<file path="config.mk">
export PLATFORM = sky130hd
export DESIGN_NAME = bus_host_adapter
export DESIGN_NICKNAME = d
export VERILOG_FILES = /design/src/rtl/bus_pkg.sv /design/src/rtl/load_align.sv /design/src/rtl/bus_host_adapter.sv
export SDC_FILE = /design/constraint.sdc
export NUM_CORES = 1
export LEC_CHECK = 0
export CELL_PAD_IN_SITES_DETAIL_PLACEMENT = 0
export CELL_PAD_IN_SITES_GLOBAL_PLACEMENT = 2
export CORE_MARGIN = 8
export CORE_UTILIZATION = 24
export CTS_BUF_LIST = sky130_fd_sc_hd__clkbuf_4 sky130_fd_sc_hd__clkbuf_8 sky130_fd_sc_hd__clkbuf_16
export CTS_CLUSTER_SIZE = 16
export DETAILED_ROUTE_END_ITERATION = 8
export PLACE_DENSITY_LB_ADDON = 0.1
export SYNTH_ARGS = -nofsm -noshare
export SYNTH_HDL_FRONTEND = slang
export SYNTH_SLANG_ARGS = --single-unit
</file>
<file path="constraint.sdc">
create_clock -name clk -period 1.9 [get_ports clk]
set_clock_uncertainty 0.2 [all_clocks]
set_input_delay 0.38 -clock clk [delete_from_list [all_inputs] [get_ports clk]]
set_output_delay 0.38 -clock clk [all_outputs]
set_load 0.05 [all_outputs]
</file>
<file path="src/rtl/bus_pkg.sv">
// Shared definitions for the bus host adapter: bus opcodes, access sizes,
// FSM states and small helpers for alignment, lane masks and store data.
package bus_pkg;

    // A-channel opcodes
    localparam logic [2:0] GET      = 3'b100;
    localparam logic [2:0] PUT_FULL = 3'b000;
    // D-channel opcodes
    localparam logic [2:0] ACK      = 3'b000;
    localparam logic [2:0] ACK_DATA = 3'b001;

    typedef enum logic [1:0] {
        SIZE_BYTE = 2'b00,
        SIZE_HALF = 2'b01,
        SIZE_WORD = 2'b10
    } size_e;

    typedef enum logic [1:0] {
        IDLE  = 2'b00,
        ISSUE = 2'b01,
        RESP  = 2'b10
    } state_e;

    // A half must sit on an even address, a word on a multiple of four.
    // The unused size code 2'b11 is handled like a word.
    function automatic logic is_misaligned(input logic [1:0] size, input logic [1:0] addr_lo);
        logic result;
        case (size)
            SIZE_BYTE: result = 1'b0;
            SIZE_HALF: result = addr_lo[0];
            default:   result = (addr_lo != 2'b00);
        endcase
        return result;
    endfunction

    // Byte lanes touched by an access.
    function automatic logic [3:0] lane_mask(input logic [1:0] size, input logic [1:0] addr_lo);
        logic [3:0] result;
        case (size)
            SIZE_BYTE: result = 4'b0001 << addr_lo;
            SIZE_HALF: result = 4'b0011 << addr_lo;
            default:   result = 4'b1111;
        endcase
        return result;
    endfunction

    // Store data replicated across all lanes so the mask alone picks the bytes.
    function automatic logic [31:0] store_data(input logic [1:0] size, input logic [31:0] wdata);
        logic [31:0] result;
        case (size)
            SIZE_BYTE: result = {4{wdata[7:0]}};
            SIZE_HALF: result = {2{wdata[15:0]}};
            default:   result = wdata;
        endcase
        return result;
    endfunction

endpackage

</file>
<file path="src/rtl/load_align.sv">
// Load lane selection: picks the addressed byte or half out of a bus word
// and sign- or zero-extends it to 32 bits. Purely combinational.
module load_align
    import bus_pkg::*;
(
    input  logic [31:0] data,
    input  logic [1:0]  addr,
    input  logic [1:0]  size,
    input  logic        is_unsigned,
    output logic [31:0] result
);

    logic [7:0] lane [4];

    generate
        for (genvar gi = 0; gi < 4; gi++) begin : g_lane
            assign lane[gi] = data[8*gi +: 8];
        end
    endgenerate

    // Select the addressed sub-word and extend it.
    always_comb begin
        logic [7:0]  byte_sel;
        logic [15:0] half_sel;
        byte_sel = lane[addr];
        half_sel = addr[1] ? data[31:16] : data[15:0];
        result   = data;
        case (size)
            SIZE_BYTE: result = is_unsigned ? {24'h0, byte_sel}
                                            : {{24{byte_sel[7]}}, byte_sel};
            SIZE_HALF: result = is_unsigned ? {16'h0, half_sel}
                                            : {{16{half_sel[15]}}, half_sel};
            default:   result = data;
        endcase
    end

endmodule

</file>
<file path="src/rtl/bus_host_adapter.sv">
// Bus host adapter: turns single core load/store requests into one A-channel
// transaction and one D-channel response, returning extended load data or
// an error to the core.
// Optional watchdog: define BUS_HOST_TIMEOUT_EN to abort an ISSUE that sees
// no d_valid within TIMEOUT_CYCLES cycles (response flagged as error).
module bus_host_adapter
    import bus_pkg::*;
#(
    parameter int ADDR_WIDTH     = 12,
    parameter int DATA_WIDTH     = 32,
    parameter int TIMEOUT_CYCLES = 16
) (
    input  logic                  clk,
    input  logic                  rst_n,
    // core request
    input  logic                  req_valid,
    output logic                  req_ready,
    input  logic                  req_we,
    input  logic [ADDR_WIDTH-1:0] req_addr,
    input  logic [31:0]           req_wdata,
    input  logic [1:0]            req_size,
    input  logic                  req_unsigned,
    // core response
    output logic                  rsp_valid,
    output logic [31:0]           rsp_rdata,
    output logic                  rsp_err,
    // bus A channel
    output logic                  a_valid,
    output logic [ADDR_WIDTH-1:0] a_address,
    output logic [2:0]            a_opcode,
    output logic [31:0]           a_data,
    output logic [1:0]            a_size,
    output logic [3:0]            a_mask,
    // bus D channel
    input  logic                  d_valid,
    input  logic [2:0]            d_opcode,
    input  logic [1:0]            d_size,
    input  logic [31:0]           d_data
);

    // The datapath and lane logic are built for a 32-bit bus only.
    generate
        if (DATA_WIDTH != 32) begin : g_bad_data_width
            $error("bus_host_adapter: DATA_WIDTH must be 32");
        end
        if (ADDR_WIDTH < 2) begin : g_bad_addr_width
            $error("bus_host_adapter: ADDR_WIDTH must be at least 2");
        end
        if (TIMEOUT_CYCLES < 1) begin : g_bad_timeout
            $error("bus_host_adapter: TIMEOUT_CYCLES must be at least 1");
        end
    endgenerate

    state_e                state_reg, state_next;
    logic [ADDR_WIDTH-1:0] addr_reg, addr_next;
    logic                  we_reg, we_next;
    logic [1:0]            size_reg, size_next;
    logic                  unsigned_reg, unsigned_next;
    logic [3:0]            mask_reg, mask_next;
    logic [31:0]           wdata_reg, wdata_next;
    logic [31:0]           rdata_reg, rdata_next;
    logic                  err_reg, err_next;
    logic [31:0]           load_result;
    logic [2:0]            exp_opcode;
    logic                  d_bad;

`ifdef BUS_HOST_TIMEOUT_EN
    localparam int CNT_W = $clog2(TIMEOUT_CYCLES + 1);
    logic [CNT_W-1:0] cnt_reg, cnt_next;
`endif

    load_align u_load_align (
        .data        (d_data),
        .addr        (addr_reg[1:0]),
        .size        (size_reg),
        .is_unsigned (unsigned_reg),
        .result      (load_result)
    );

    // A reply is bad if its opcode does not match the request kind, or if it
    // reports a different size than was asked for.
    assign exp_opcode = we_reg ? ACK : ACK_DATA;
    assign d_bad      = (d_opcode != exp_opcode) || (d_size != size_reg);

    // State and request registers; reset drops a_valid at once since it is
    // decoded straight from state_reg.
    always_ff @(posedge clk or negedge rst_n) begin
        if (!rst_n) begin
            state_reg    <= IDLE;
            addr_reg     <= '0;
            we_reg       <= 1'b0;
            size_reg     <= 2'b00;
            unsigned_reg <= 1'b0;
            mask_reg     <= 4'b0000;
            wdata_reg    <= 32'h0;
            rdata_reg    <= 32'h0;
            err_reg      <= 1'b0;
`ifdef BUS_HOST_TIMEOUT_EN
            cnt_reg      <= '0;
`endif
        end else begin
            state_reg    <= state_next;
            addr_reg     <= addr_next;
            we_reg       <= we_next;
            size_reg     <= size_next;
            unsigned_reg <= unsigned_next;
            mask_reg     <= mask_next;
            wdata_reg    <= wdata_next;
            rdata_reg    <= rdata_next;
            err_reg      <= err_next;
`ifdef BUS_HOST_TIMEOUT_EN
            cnt_reg      <= cnt_next;
`endif
        end
    end

    // Next-state and datapath update for IDLE -> ISSUE/RESP -> IDLE.
    always_comb begin
        state_next    = state_reg;
        addr_next     = addr_reg;
        we_next       = we_reg;
        size_next     = size_reg;
        unsigned_next = unsigned_reg;
        mask_next     = mask_reg;
        wdata_next    = wdata_reg;
        rdata_next    = rdata_reg;
        err_next      = err_reg;
`ifdef BUS_HOST_TIMEOUT_EN
        cnt_next      = cnt_reg;
`endif
        case (state_reg)
            IDLE: begin
                if (req_valid) begin
                    addr_next     = req_addr;
                    we_next       = req_we;
                    size_next     = req_size;
                    unsigned_next = req_unsigned;
                    mask_next     = lane_mask(req_size, req_addr[1:0]);
                    wdata_next    = req_we ? store_data(req_size, req_wdata) : 32'h0;
                    rdata_next    = 32'h0;
                    if (is_misaligned(req_size, req_addr[1:0])) begin
                        // Never reaches the bus; report the error directly.
                        err_next   = 1'b1;
                        state_next = RESP;
                    end else begin
                        err_next   = 1'b0;
                        state_next = ISSUE;
`ifdef BUS_HOST_TIMEOUT_EN
                        cnt_next   = '0;
`endif
                    end
                end
            end
            ISSUE: begin
                if (d_valid) begin
                    err_next   = d_bad;
                    rdata_next = (we_reg || d_bad) ? 32'h0 : load_result;
                    state_next = RESP;
                end
`ifdef BUS_HOST_TIMEOUT_EN
                else if (cnt_reg == CNT_W'(TIMEOUT_CYCLES - 1)) begin
                    // Last allowed ISSUE cycle without a reply: give up.
                    err_next   = 1'b1;
                    rdata_next = 32'h0;
                    state_next = RESP;
                end else begin
                    cnt_next = cnt_reg + 1'b1;
                end
`endif
            end
            RESP: begin
                err_next   = 1'b0;
                rdata_next = 32'h0;
                state_next = IDLE;
            end
            default: state_next = IDLE;
        endcase
    end

    assign req_ready = (state_reg == IDLE);
    assign a_valid   = (state_reg == ISSUE);
    assign rsp_valid = (state_reg == RESP);

    // A fields are held from the accepted request and forced to 0 outside ISSUE.
    assign a_address = a_valid ? addr_reg : '0;
    assign a_opcode  = a_valid ? (we_reg ? PUT_FULL : GET) : 3'b000;
    assign a_data    = a_valid ? wdata_reg : 32'h0;
    assign a_size    = a_valid ? size_reg : 2'b00;
    assign a_mask    = a_valid ? mask_reg : 4'b0000;

    // Response payload is only visible during the one RESP cycle.
    assign rsp_rdata = rsp_valid ? rdata_reg : 32'h0;
    assign rsp_err   = rsp_valid & err_reg;

endmodule
</file>
Word level (Yosys, flattened, before mapping). Index checks and enable logic that the tools add are counted.

Logic and storage cells: 65. Output and inout bits: 89. Flip-flop bits (word level): 87. Input port bits: 89.

Shift-type cells: 2. Multiplexer cells: 33. Equality and inequality tests: 8. Bitwise operators: 2. Reduce and logical (&&, ||, !) cells: 10. Magnitude comparators: 1.

Operator list (number): two-way mux 32 bit (8); case mux 32 bit (2 select lines) (2); case mux 32 bit (3 select lines) (1); binary-select mux 8 bit (select 2 bit) (1); two-way mux 16 bit (1); two-way mux 8 bit (2); two-way mux 12 bit (1); two-way mux 2 bit (4); case mux 4 bit (2 select lines) (1); equality test 2 x 1 -> 1 bit (second input constant) (3); logical NOT 2 bit (3); two-way mux 1 bit (6); two-way mux 3 bit (2); two-way mux 4 bit (1); case mux 2 bit (2 select lines) (1); AND reduction 2 bit (2); << shifter 1 x 2 -> 4 bit (first input constant) (1); << shifter 2 x 2 -> 4 bit (first input constant) (1); greater-or-equal comparator 3 bit (second input constant) (1); inequality test 3 x 1 -> 1 bit (1); NOT 2 -> 3 bit (1); case mux 1 bit (3 select lines) (1); AND reduction 3 bit (1); nonzero test 3 bit (1); 8 further kinds (9).

Longest topological paths before layout. Gate-level depths: netlist (run 1).

Word-level depth: 9. Mapped depth: 9. Depth with buffers taken out: 6.

By module. Synthesis (run 1) repeated with hierarchy kept, for this count alone.

Cells, all modules: 507. Area total of the unflattened synthesis: 5008.6 um^2.

By module, submodules not included: bus_host_adapter (instances 1, cells each 414, area each 4299.1 um^2, seq. area each 2177.1 um^2); load_align (instances 1, cells each 93, area each 709.4 um^2, seq. area each 0.0 um^2).

Worst setup path before layout (run 1). OpenSTA, ideal clock, no wires.

Path kind: reg2reg. Start: register state_reg[1]. End: register rdata_reg[21]. Buffers on the path: 2. Data arrival time: 2.346 ns. Required time: 1.617 ns. Library setup time: 0.083 ns. Stages on the path, launching flop included: 9. Setup slack: -0.729 ns. Period minus slack after synthesis: 2.629 ns. Cell sequence: dfrtp_1 inv_1 ha_1 buf_2 and2b_1 and4bb_2 nand3_2 buf_4 o21ai_0.

Cells in the longest elaborated chain, start to end: 3. Elaborated cells between the ends (all ways): 8. Those cells by class: 4 x eq/ne; 1 x mux; 3 x reduce/logical.

RTL lines: start: declaration (RTL line bus_host_adapter.sv:54) `state_e state_reg, state_next;`; start signal: assignment (RTL line bus_host_adapter.sv:102) `state_reg <= state_next;`; equality test 2 x 1 -> 1 bit *; via a_valid (RTL line bus_host_adapter.sv:28) `output logic a_valid,`; inequality test 2 x 1 -> 1 bit (no source line) / nonzero test 3 bit (equally long branches); AND reduction 3 bit (no source line); end signal: assignment (RTL line bus_host_adapter.sv:109) `rdata_reg <= rdata_next;`; end: declaration (RTL line bus_host_adapter.sv:61) `logic [31:0] rdata_reg, rdata_next;`.

The timed path passes the listed nets; every way through them passes the cells marked *. A chain may end at the register's enable or synchronous reset.

Worst setup path after layout (run 1).
Start: register state_reg[1]. End: output port rsp_rdata[29].

Cells in the longest elaborated chain, start to end: 2.

RTL lines: equality test 2 bit (RTL line bus_host_adapter.sv:182) `assign rsp_valid = (state_reg == RESP);`; two-way mux 32 bit (RTL line bus_host_adapter.sv:192) `assign rsp_rdata = rsp_valid ? rdata_reg : 32'h0;`; end: declaration (RTL line bus_host_adapter.sv:25) `output logic [31:0] rsp_rdata,`.

No other way between the ends.

==> metrics.log, run 1 <==
INFO  metric postSynthAreaPerCell = 9.363 sq um
INFO  metric clock_sinks = 87
INFO  metric cp_data_required_time = 1.32 ns
INFO  metric inserted_clock_buffers = 9
INFO  metric comb_power_share = 55.6%
INFO  metric synth_fa_ha_area_share = 1.034%
INFO  metric timing.critical_path.slowest_stage_cell = sky130_fd_sc_hd__dfrtp_2
INFO  metric antenna_cells = 0
INFO  metric total_switching_power = 3.963 mW
INFO  metric finalNonFillerCells = 1,001
INFO  metric route.top_layer_used = met5
INFO  metric synth_warnings = 0
INFO  metric synth_simple_gate_area_share = 25.67%
INFO  metric p_int = 6.114 mW
INFO  metric critical-path-max-stage-delay = 0.43 ns
INFO  metric clockBufferDepth = 2
INFO  metric muxShareOfSynthArea = 9.408%
INFO  metric cpLargestDelayFamily = buffers and inverters
INFO  metric rows = 52
INFO  metric main_combinational_cell_family_by_area_after_synthesis = simple AND/OR/NAND/NOR gates
INFO  metric track_usage = 15.53%
INFO  metric io_buffer_count = 175
INFO  metric seq_power_share = 28.2%
INFO  metric share_of_final_layout_standard_cells_stronger_than_drive_strength_1 = 43.23%
INFO  metric leakage = 3.891 nW
INFO  metric startpoint_type = register
INFO  metric h-tree-depth = 3
INFO  metric met3WireLength = 1641 um
INFO  metric post_synth_edffs = 0
INFO  metric ir_worst_vdd = 524.8 uV
INFO  metric hp-class = register to register
INFO  metric placed_cells = 966
INFO  metric final_common_cell = sky130_fd_sc_hd__buf_12
INFO  metric cts_tree = yes
INFO  metric initial_core_util = 24.16%
INFO  metric setup_viol_count_final = 120
INFO  metric cp_max_fo = 4
INFO  metric timing.critical_path.arrival = 1.65 ns
INFO  metric nNetsFinal = 821
INFO  metric finalCoreUtilization = 44.91%
INFO  metric rsz_0062_raised_after_global_routing = true
INFO  metric wirelength = 19,400 um
INFO  metric grt_antenna_before_repair = 1
INFO  metric crit_path_cell_trace = buf_6 > ha_4 > bufbuf_16 > and2_4 > buf_12
INFO  metric vias_per_cell = 4.477
INFO  metric detail-route-antenna-nets = 0
INFO  metric finalCritPeriodShare = 117.2%
INFO  metric place.gp.congestion = 0.7650
INFO  metric detail_route.first_pass.iterations = 4
INFO  metric drv_slew = 0
INFO  metric met2_length = 9382 um
INFO  metric detail_route.wl_per_cell = 19.38 um
INFO  metric final_layout_worst_hold_slack = 0.2794 ns
INFO  metric yosysSeqAreaShare = 44.97%
INFO  metric power-per-cell-area = 1120 nW/um^2
INFO  metric layout_common_cells = sky130_fd_sc_hd__buf_12 (101), sky130_fd_sc_hd__clkdlybuf4s50_1 (87), sky130_fd_sc_hd__dfrtp_1 (86), sky130_fd_sc_hd__and2_4 (84), sky130_fd_sc_hd__nand2_1 (65)
INFO  metric fmax = 449.0 MHz
INFO  metric finalHoldViolCount = 0
INFO  metric stdcell_area = 8999 sq um
INFO  metric global_route_wire_length_before_repair = 29,080 um
INFO  metric power.switching_fraction = 39.33%
INFO  metric drv.max_cap_violation_count = 0
INFO  metric io_pins = 178
INFO  metric violations = setup timing
INFO  metric post_synth_xor_area_fraction = 0.5428%
INFO  metric floorplan.die.width = 158.0 um
INFO  metric detailroute.via_count = 4,481
INFO  metric syn_area = 4841 sq um
INFO  metric synth_ff_type = sky130_fd_sc_hd__dfrtp_1
INFO  metric cp-end-kind = output pin
INFO  metric crit_buf_inv = 3
INFO  metric post-dp-hpwl = 13,490 um
INFO  metric cts.clk_slew.worst_paths = 0.06 ns
INFO  metric postSynthCellCount = 517
INFO  metric cts-root-buf = sky130_fd_sc_hd__clkbuf_16
INFO  metric run_status = finished, violations left
INFO  metric chipHeight = 158.0 um
INFO  metric first_global_vias = 4,918
INFO  metric area_growth = 85.89%
INFO  metric drt_first_iter_violations = 161
INFO  metric post-route-min-period = 2.227 ns
INFO  metric globalRouteOverflowTotal = 0
INFO  metric drc_errors = 0
INFO  metric placeableCoreArea = 20,040 sq um
INFO  metric routedLengthMet1 = 8069 um
INFO  metric postSynthRegisterBits = 87
INFO  metric async_reset_ff_share = 100.0%
INFO  metric grt_start_max_net_pins = 35
INFO  metric synth-compound-area-share = 14.03%
INFO  metric dpl-instance-area = 8214 sq um
INFO  metric fp.dieArea = 24,970 sq um
INFO  metric synth_cell_type_count = 45
INFO  metric clk-insertion-delay-late = 0.34 ns
INFO  metric final.setup.worst_slack = -0.3272 ns
INFO  metric worstSetupPathType = register to output pin
INFO  metric clkPwrFrac = 16.2%
## per-layer routing
metal,track usage (%),vias to the layer above
met3,5.897,17
met5,0,-
met1,18.56,2175
li1,-,2156
met2,25.50,131
met4,4.580,2
## metrics by stage
| step | setup WS [ns] | power (mW) | TNS [ns] |
|---|---|---|---|
| final | -0.3272 | 10.08 | -29.38 |
| after global placement | -0.2717 | 7.508 | -15.17 |
| after detailed placement | -0.3099 | 7.565 | -16.99 |
| after global routing | -0.3744 | 10.70 | -35.77 |
| after floorplan | -0.1875 | 5.519 | -12.30 |
| after CTS | -0.3734 | 10.25 | -35.57 |
## final cells by class
| cell class | count | area (sq um) |
|---|---|---|
| Fill cell | 1934 | 11040 |
| Timing Repair Buffer | 238 | 3392 |
| Multi-Input combinational cell | 386 | 2808 |
| Sequential cell | 87 | 2178 |
| Tap cell | 270 | 337.8 |
| Clock buffer | 10 | 232.7 |
| Clock inverter | 4 | 25.02 |
| Inverter | 6 | 25.02 |
## power by group through the flow
stage	Clock, mW	Sequential, mW	Combinational [mW]
2_1_floorplan	0	2.67	2.85
3_3_place_gp	0	2.83	4.68
3_5_place_dp	0	2.84	4.72
4_1_cts	1.70	2.84	5.71
5_1_grt	1.76	2.93	6.01
6_report	1.64	2.84	5.60
## worst register-to-register path: stages (launching register included)
cell                      delay, ns
sky130_fd_sc_hd__dfrtp_1       0.40
sky130_fd_sc_hd__buf_6         0.13
sky130_fd_sc_hd__ha_4          0.23
sky130_fd_sc_hd__buf_6         0.14
sky130_fd_sc_hd__nor2b_4       0.11
sky130_fd_sc_hd__or3_4         0.46
sky130_fd_sc_hd__buf_6         0.17
sky130_fd_sc_hd__a32o_1        0.21
## final timing paths
| path | start | end | slack [ns] | depth (start not counted) |
|---|---|---|---|---|
| min | wdata_reg[30] | wdata_reg[30] | 0.28 | 2 |
| max in group asynchronous | rst_n | wdata_reg[2] | 0.66 | 3 |
| max reg2reg | state_reg[0] | rdata_reg[12] | -0.25 | 7 |
| min in group asynchronous | rst_n | rdata_reg[3] | 0.31 | 2 |
| max | state_reg[1] | rsp_rdata[29] | -0.33 | 5 |
| min reg2reg | wdata_reg[30] | wdata_reg[30] | 0.28 | 2 |
## cells by family (layout without fill, tap and decap cells)
| group | count (synthesis) | after routing |
|---|---|---|
| and+or+nand+nor | 230 | 230 |
| adders and majority gates | 4 | 4 |
| xor gates and xnor gates | 3 | 3 |
| muxes | 41 | 41 |
| AOI/OAI and AO/OA | 106 | 106 |
| DFF | 87 | 87 |
| buffers and inverters | 45 | 258 |
| other | 1 | 2 |
## Yosys cell counts, types with 2 or more instances
master | n | share of area [%]
sky130_fd_sc_hd__nor2_1 | 14 | 1.1
sky130_fd_sc_hd__o22ai_1 | 9 | 1.2
sky130_fd_sc_hd__nor2b_1 | 35 | 4.5
sky130_fd_sc_hd__o31ai_1 | 7 | 1.1
sky130_fd_sc_hd__nand2_1 | 74 | 5.7
sky130_fd_sc_hd__buf_2 | 9 | 0.93
sky130_fd_sc_hd__buf_1 | 3 | 0.23
sky130_fd_sc_hd__xnor2_1 | 2 | 0.36
sky130_fd_sc_hd__ha_1 | 4 | 1.0
sky130_fd_sc_hd__mux2i_1 | 8 | 1.7
sky130_fd_sc_hd__a32o_1 | 8 | 1.7
sky130_fd_sc_hd__or2_2 | 2 | 0.26
sky130_fd_sc_hd__a22o_1 | 11 | 2.0
sky130_fd_sc_hd__nand3_1 | 2 | 0.21
sky130_fd_sc_hd__clkbuf_1 | 21 | 1.6
sky130_fd_sc_hd__o21ai_0 | 55 | 5.7
sky130_fd_sc_hd__dfrtp_1 | 87 | 45
sky130_fd_sc_hd__buf_4 | 5 | 0.78
sky130_fd_sc_hd__a21oi_1 | 9 | 0.93
sky130_fd_sc_hd__mux2_2 | 32 | 7.4
sky130_fd_sc_hd__inv_1 | 6 | 0.47
sky130_fd_sc_hd__and2_1 | 84 | 11
sky130_fd_sc_hd__nand2b_1 | 8 | 1.0
## timing repair
| action | in CTS | in global routing |
|---|---|---|
| gates resized for setup | 78 | 58 |
| pin swaps | 4 | 18 |
| buffers inserted | 11 | 7 |
| gates cloned | 7 | 3 |
| endpoints found under the hold margin | 22 | 0 |
| hold buffers | 1 | 0 |
| endpoints found under the setup margin | 107 | 121 |
Note: power is estimated with default switching activity, not from simulation.
==> inputs of run 2 (changes only) <==
--- a/config.mk
+++ b/config.mk
@@ -5,13 +5,13 @@
 export SDC_FILE = /design/constraint.sdc
 export NUM_CORES = 1
 export LEC_CHECK = 0
-export CELL_PAD_IN_SITES_DETAIL_PLACEMENT = 0
-export CELL_PAD_IN_SITES_GLOBAL_PLACEMENT = 2
 export CORE_MARGIN = 8
-export CORE_UTILIZATION = 24
+export CORE_UTILIZATION = 41
 export CTS_BUF_LIST = sky130_fd_sc_hd__clkbuf_4 sky130_fd_sc_hd__clkbuf_8 sky130_fd_sc_hd__clkbuf_16
+export CTS_CLUSTER_DIAMETER = 30
 export CTS_CLUSTER_SIZE = 16
 export DETAILED_ROUTE_END_ITERATION = 8
+export HOLD_SLACK_MARGIN = 0.06
 export PLACE_DENSITY_LB_ADDON = 0.1
 export SYNTH_ARGS = -nofsm -noshare
 export SYNTH_HDL_FRONTEND = slang
==> run 2 against run 1 <==
  * The run still ends with setup timing left
  * Sequential share of layout area is essentially flat
  * Clock power rose by 7%
  * Total power increased by 2.3%
  * Count of clock-buffer cells in the layout grew 4
  * Global-route usage increased by 7.5 points
  * Critical path type is now register to register
  * Highest routed layer is now met4
==> metrics.log, run 2 (same netlist as run 1, synthesis figures left out) <==
INFO  metric run_status = finished, violations left
INFO  metric violations = setup timing
INFO  metric detail_route.first_pass.iterations = 5
INFO  metric cts_tree = yes
INFO  metric power-per-cell-area = 1144 nW/um^2
INFO  metric globalRouteOverflowTotal = 0
INFO  metric detail-route-antenna-nets = 0
INFO  metric area_growth = 86.04%
INFO  metric critical-path-max-stage-delay = 0.51 ns
INFO  metric chipHeight = 124.7 um
INFO  metric post-dp-hpwl = 12,420 um
INFO  metric finalCritPeriodShare = 113.3%
INFO  metric cpLargestDelayFamily = simple AND/OR/NAND/NOR gates
INFO  metric cp-end-kind = register
INFO  metric fp.dieArea = 15,540 sq um
INFO  metric reg2regPathDepth = 6
INFO  metric drc_errors = 0
INFO  metric finalHoldViolCount = 0
INFO  metric setup_viol_count_final = 120
INFO  metric timing.critical_path.arrival = 2.17 ns
INFO  metric crit_buf_inv = 2
INFO  metric grt_start_max_net_pins = 88
INFO  metric final_common_cell = sky130_fd_sc_hd__buf_12
INFO  metric holdPathStages = 2
INFO  metric cts.clk_slew.worst_paths = 0.06 ns
INFO  metric timing.critical_path.slowest_stage_cell = sky130_fd_sc_hd__or3_4
INFO  metric grt_antenna_before_repair = 1
INFO  metric drv.max_cap_violation_count = 0
INFO  metric post-route-min-period = 2.152 ns
INFO  metric clk-insertion-delay-late = 0.33 ns
INFO  metric placeableCoreArea = 11,470 sq um
INFO  metric layout_common_cells = sky130_fd_sc_hd__buf_12 (98), sky130_fd_sc_hd__clkdlybuf4s50_1 (87), sky130_fd_sc_hd__dfrtp_1 (86), sky130_fd_sc_hd__nand2_1 (47), sky130_fd_sc_hd__and2_4 (45)
INFO  metric clockBufferDepth = 2
INFO  metric leakage = 4.103 nW
INFO  metric global_route_wire_length_before_repair = 28,590 um
INFO  metric initial_core_util = 42.21%
INFO  metric fmax = 464.7 MHz
INFO  metric crit_path_cell_trace = ha_4 > buf_6 > nor2b_4 > or3_4 > buf_12 > a32o_1
INFO  metric rows = 39
INFO  metric detailroute.via_count = 4,738
INFO  metric h-tree-depth = 3
INFO  metric launch_instance_of_the_worst_register_to_register_path = state_reg[0]
INFO  metric startpoint_type = register
INFO  metric ir_worst_vdd = 951.4 uV
INFO  metric drt_first_iter_violations = 269
INFO  metric finalNonFillerCells = 879
INFO  metric inserted_clock_buffers = 9
INFO  metric cp_data_required_time = 1.91 ns
INFO  metric drv_slew = 0
INFO  metric worst_hold_path.endpoint = wdata_reg[31]
INFO  metric track_usage = 22.98%
INFO  metric io_pins = 178
INFO  metric placement.setup.worst_slack = -0.3332 ns
INFO  metric final.setup.worst_slack = -0.2521 ns
INFO  metric detail_route.wl_per_cell = 21.01 um
INFO  metric placed_cells = 843
INFO  metric nNetsFinal = 823
INFO  metric rsz_0062_raised_after_global_routing = true
INFO  metric share_of_final_layout_standard_cells_stronger_than_drive_strength_1 = 47.21%
INFO  metric hp-class = register to register
INFO  metric worstSetupPathType = register to register
INFO  metric first_global_vias = 5,147
INFO  metric cts-root-buf = sky130_fd_sc_hd__clkbuf_16
INFO  metric wirelength = 18,470 um
INFO  metric io_buffer_count = 175
INFO  metric vias_per_cell = 5.390
INFO  metric place.gp.congestion = 0.8544
INFO  metric r2r-end = rdata_reg[11]
INFO  metric worst-r2r-setup-slack = -0.25 ns
INFO  metric floorplan.die.width = 124.7 um
INFO  metric clock_sinks = 87
INFO  metric holdCritStartpoint = wdata_reg[31]
INFO  metric cp_max_fo = 6
==> run 2: area by class of cell <==
class / instances / area [sq um]
diodes: 1 / 2.502
multi-input cells: 386 / 2950
clock buffers: 14 / 287.8
well taps: 143 / 178.9
inverters: 6 / 25.02
clock inverters: 2 / 12.51
fillers: 717 / 2461
repair buffers: 240 / 3371
flip-flops and latches: 87 / 2178
==> run 2: how the worst max path moves through the flow <==
| stage | from | end | slack, ns | cells past startpoint |
|---|---|---|---|---|
| 5_1_grt | addr_reg[1] | rdata_reg[2] | -0.30 | 5 |
| 2_1_floorplan | state_reg[1] | rdata_reg[10] | -0.19 | 8 |
| 3_5_place_dp | d_data[31] | rdata_reg[7] | -0.33 | 6 |
| 6_report | state_reg[0] | rdata_reg[11] | -0.25 | 6 |
| 3_3_place_gp | d_data[7] | rdata_reg[14] | -0.29 | 5 |
| 4_1_cts | state_reg[0] | a_data[5] | -0.25 | 5 |
==> run 2: metal layers <==
metal  part of all wire [%]  up-vias  global-route usage (%)  routed length, um
li1                       -     2180                       -                  -
met5                      0        -                       0                  0
met2                     51      199                   38.48               9383
met3                    8.2       34                   8.638               1513
met1                     38     2325                   25.87               7099
met4                    2.6        0                   9.142                472
==> run 2: where the power goes <==
group	total, mW	switching (mW)	internal [mW]
registers	2.86	0.438	2.42
clock network	1.76	0.715	1.04
logic	5.69	2.91	2.79
total	10.3	4.06	6.25
==> run 2: worst min-delay path: cells and delay by family (launching register included) <==
family             cells  cell delay (ns)
AOI/OAI and AO/OA      1             0.06
DFF                    1             0.33
and+or+nand+nor        1             0.05
==> run 2: per-stage QoR <==
step	util [%]	setup TNS [ns]	instance area, sq um	total power, mW	hold slack (ns)
floorplan	-	-12.30	5040	5.519	-0.1156
global placement	70.29	-14.36	8060	7.297	0.2556
detailed placement	70.29	-18.34	8060	7.452	0.2618
CTS	76.69	-23.69	8795	10.11	0.2763
global route	78.54	-28.97	9006	10.81	0.3060
finish	78.54	-23.01	9006	10.31	0.2705
==> run 2: what timing repair did <==
action / 4_1_cts / 5_1_grt
buffers inserted: 12 / 1
endpoints found under the hold margin: 87 / 0
pin swaps: 1 / 29
gates resized for setup: 48 / 86
cloned: 8 / 0
setup endpoints to repair: 135 / 126
hold buffers: 1 / 0
==> RTL change, RTL diff (flow settings as in run 1) <==
Set the parameter `ADDR_WIDTH` to 11 (it was 12).
--- a/src/rtl/bus_host_adapter.sv
+++ b/src/rtl/bus_host_adapter.sv
@@ -6,7 +6,7 @@
 module bus_host_adapter
     import bus_pkg::*;
 #(
-    parameter int ADDR_WIDTH     = 12,
+    parameter int ADDR_WIDTH     = 11,
     parameter int DATA_WIDTH     = 32,
     parameter int TIMEOUT_CYCLES = 16
 ) (
Interface: changed (resized a_address and req_addr); port bits go from 178 to 176. No check against the original RTL was run, so the function may have changed too.
==> RTL change against run 1 <==
The flow still finishes with violations (negative setup slack); register-to-register slack gained 60 ps; fmax grew 4.1%; sequential cell count shrank 1; routed wire length shrank 3.7%; setup slack gained 87 ps; total power is essentially flat; synthesized area shrank 2.7%; cell area grew 2.0%; critical path type unchanged; largest power group unchanged.
==> RTL change: results (changes against run 1) <==
stage,metric,value,unit,change
status,violations,negative setup slack,,unchanged
global_routing,track_usage,15.5,%,about the same
setup_path,regToRegEndpoint,rdata_reg[22],,was rdata_reg[12]
synthesis,synth.area.mux_share,8.95,%,was 9.41%
layout,antennaDiodeCount,0,,unchanged
placement,numPortBuffers,173,,was 175
min_path,whs_endpoint,wdata_reg[25],,was wdata_reg[30]
layout,final_nets,812,,was 821
min_path,min_from,wdata_reg[25],,was wdata_reg[30]
detailed_routing,routed.top_layer,met4,,was met5
global_routing,grt_pass1_vias,4949,,was 4918
synthesis,synth_fa_ha_area_share,1.06,%,was 1.03%
global_routing,grt_max_degree,87,,was 35
cts,cts_setup_buffers,10,,was 11
global_routing,grt_antenna_before_repair,0,,was 1
cts,cts_resized,101,,was 78
global_routing,grt_pass1_wl,28700,um,was 29100 um
power_and_ir_drop,power.net_switching,0.00401,W,was 0.00396 W
sta,fin_tns_setup,-22530,ps,was -29380 ps
setup_path,crit_path_top_delay_cell,dfrtp_1,,was dfrtp_2
sta,final-setup-viol-count,119,,was 120
synthesis,synthXorXnorAreaFrac,0.558,%,was 0.543%
detailed_routing,wl_met1,7780,um,was 8070 um
setup_path,ff2ff_path_depth,9,,was 7
power_and_ir_drop,ir_worst_vdd,568,uV,was 525 uV
detailed_routing,viasPerCell,4.44,,was 4.48
setup_path,crit_arrival,1560,ps,was 1650 ps
power_and_ir_drop,powerClk,0.00172,W,was 0.00164 W
layout,register_area,2150,sq um,was 2180 sq um
cts,cts.reportedPaths.clkPinSlew,70,ps,
setup_path,max_stage_delay,390,ps,was 430 ps
setup_path,crit_fanout,24,,was 4
detailed_routing,met2_length,9120,um,was 9380 um
global_routing,gr-usage-met2,25.9,%,was 25.5%
power_and_ir_drop,p_leak,4.12,nW,was 3.89 nW
placement,gp_congestion,0.798,,was 0.765
detailed_routing,met3_length,1520,um,was 1640 um
placement,place_area,8100,sq um,was 8210 sq um
synthesis,synth-seq-area-share,45.7,%,was 45.0%
power_and_ir_drop,p_seq,0.00275,W,was 0.00284 W
cts,clockBufferDepth,2,,unchanged
detailed_routing,wl_per_cell,18.9,um,was 19.4 um
detailed_routing,dr.first_iter.drc_count,176,,was 161
synthesis,synth_compound_area_share,14.0,%,about the same
layout,drive_above_1_share,48.6,%,was 43.2%
layout,fillers,1839,,was 1934
setup_path,rrSetupSlack,-190,ps,was -250 ps
global_routing,met3_usage,5.46,%,was 5.90%
global_routing,grtUsageMet1,18.5,%,was 18.6%
synthesis,synth_common_cells,"dfrtp_1 (86), and2_1 (83), nand2_1 (73), o21ai_0 (38), nor2b_1 (35)",,"was dfrtp_1 (87), and2_1 (84), nand2_1 (74), o21ai_0 (55), nor2b_1 (35)"
sta,fin_ws,-240,ps,was -327 ps
placement,dp_hpwl,13200,um,was 13500 um
status,status,"complete, but fails checks",,unchanged
synthesis,ys_top_cells_by_area,"dfrtp_1 (46%), and2_1 (11%), mux2_2 (6.9%), nand2_1 (5.8%), nor2b_1 (4.6%)",,"was dfrtp_1 (45%), and2_1 (11%), mux2_2 (7.4%), nand2_1 (5.7%), o21ai_0 (5.7%)"
## RTL change: final cells by class
| class | count | area share [%] |
|---|---|---|
| multi-input cells | 377 | 32.9 |
| repair buffers | 241 | 36.8 |
| well taps | 265 | 3.61 |
| flip-flops and latches | 86 | 23.5 |
| inverters | 5 | 0.205 |
| clock buffers | 11 | 2.69 |
| clock inverters | 5 | 0.368 |
## RTL change: how the worst max path moves through the flow
stage                  from       endpoint  cells after the start
6_report       state_reg[1]     a_data[11]                      5
3_3_place_gp     d_data[23]  rdata_reg[13]                      6
4_1_cts        state_reg[1]     a_data[19]                      5
3_5_place_dp     d_data[23]  rdata_reg[10]                      6
5_1_grt        state_reg[1]      a_data[6]                      5
2_1_floorplan  state_reg[1]   rdata_reg[0]                      6
## RTL change: stage by stage
step	worst slack, ps	hold slack, ps	instances	power [W]
global route	-298	302	990	0.0107
floorplan	-190	-116	503	0.00527
CTS	-268	277	990	0.0100
finish	-240	270	990	0.0101
detailed placement	-376	263	957	0.00730
global placement	-355	253	957	0.00723
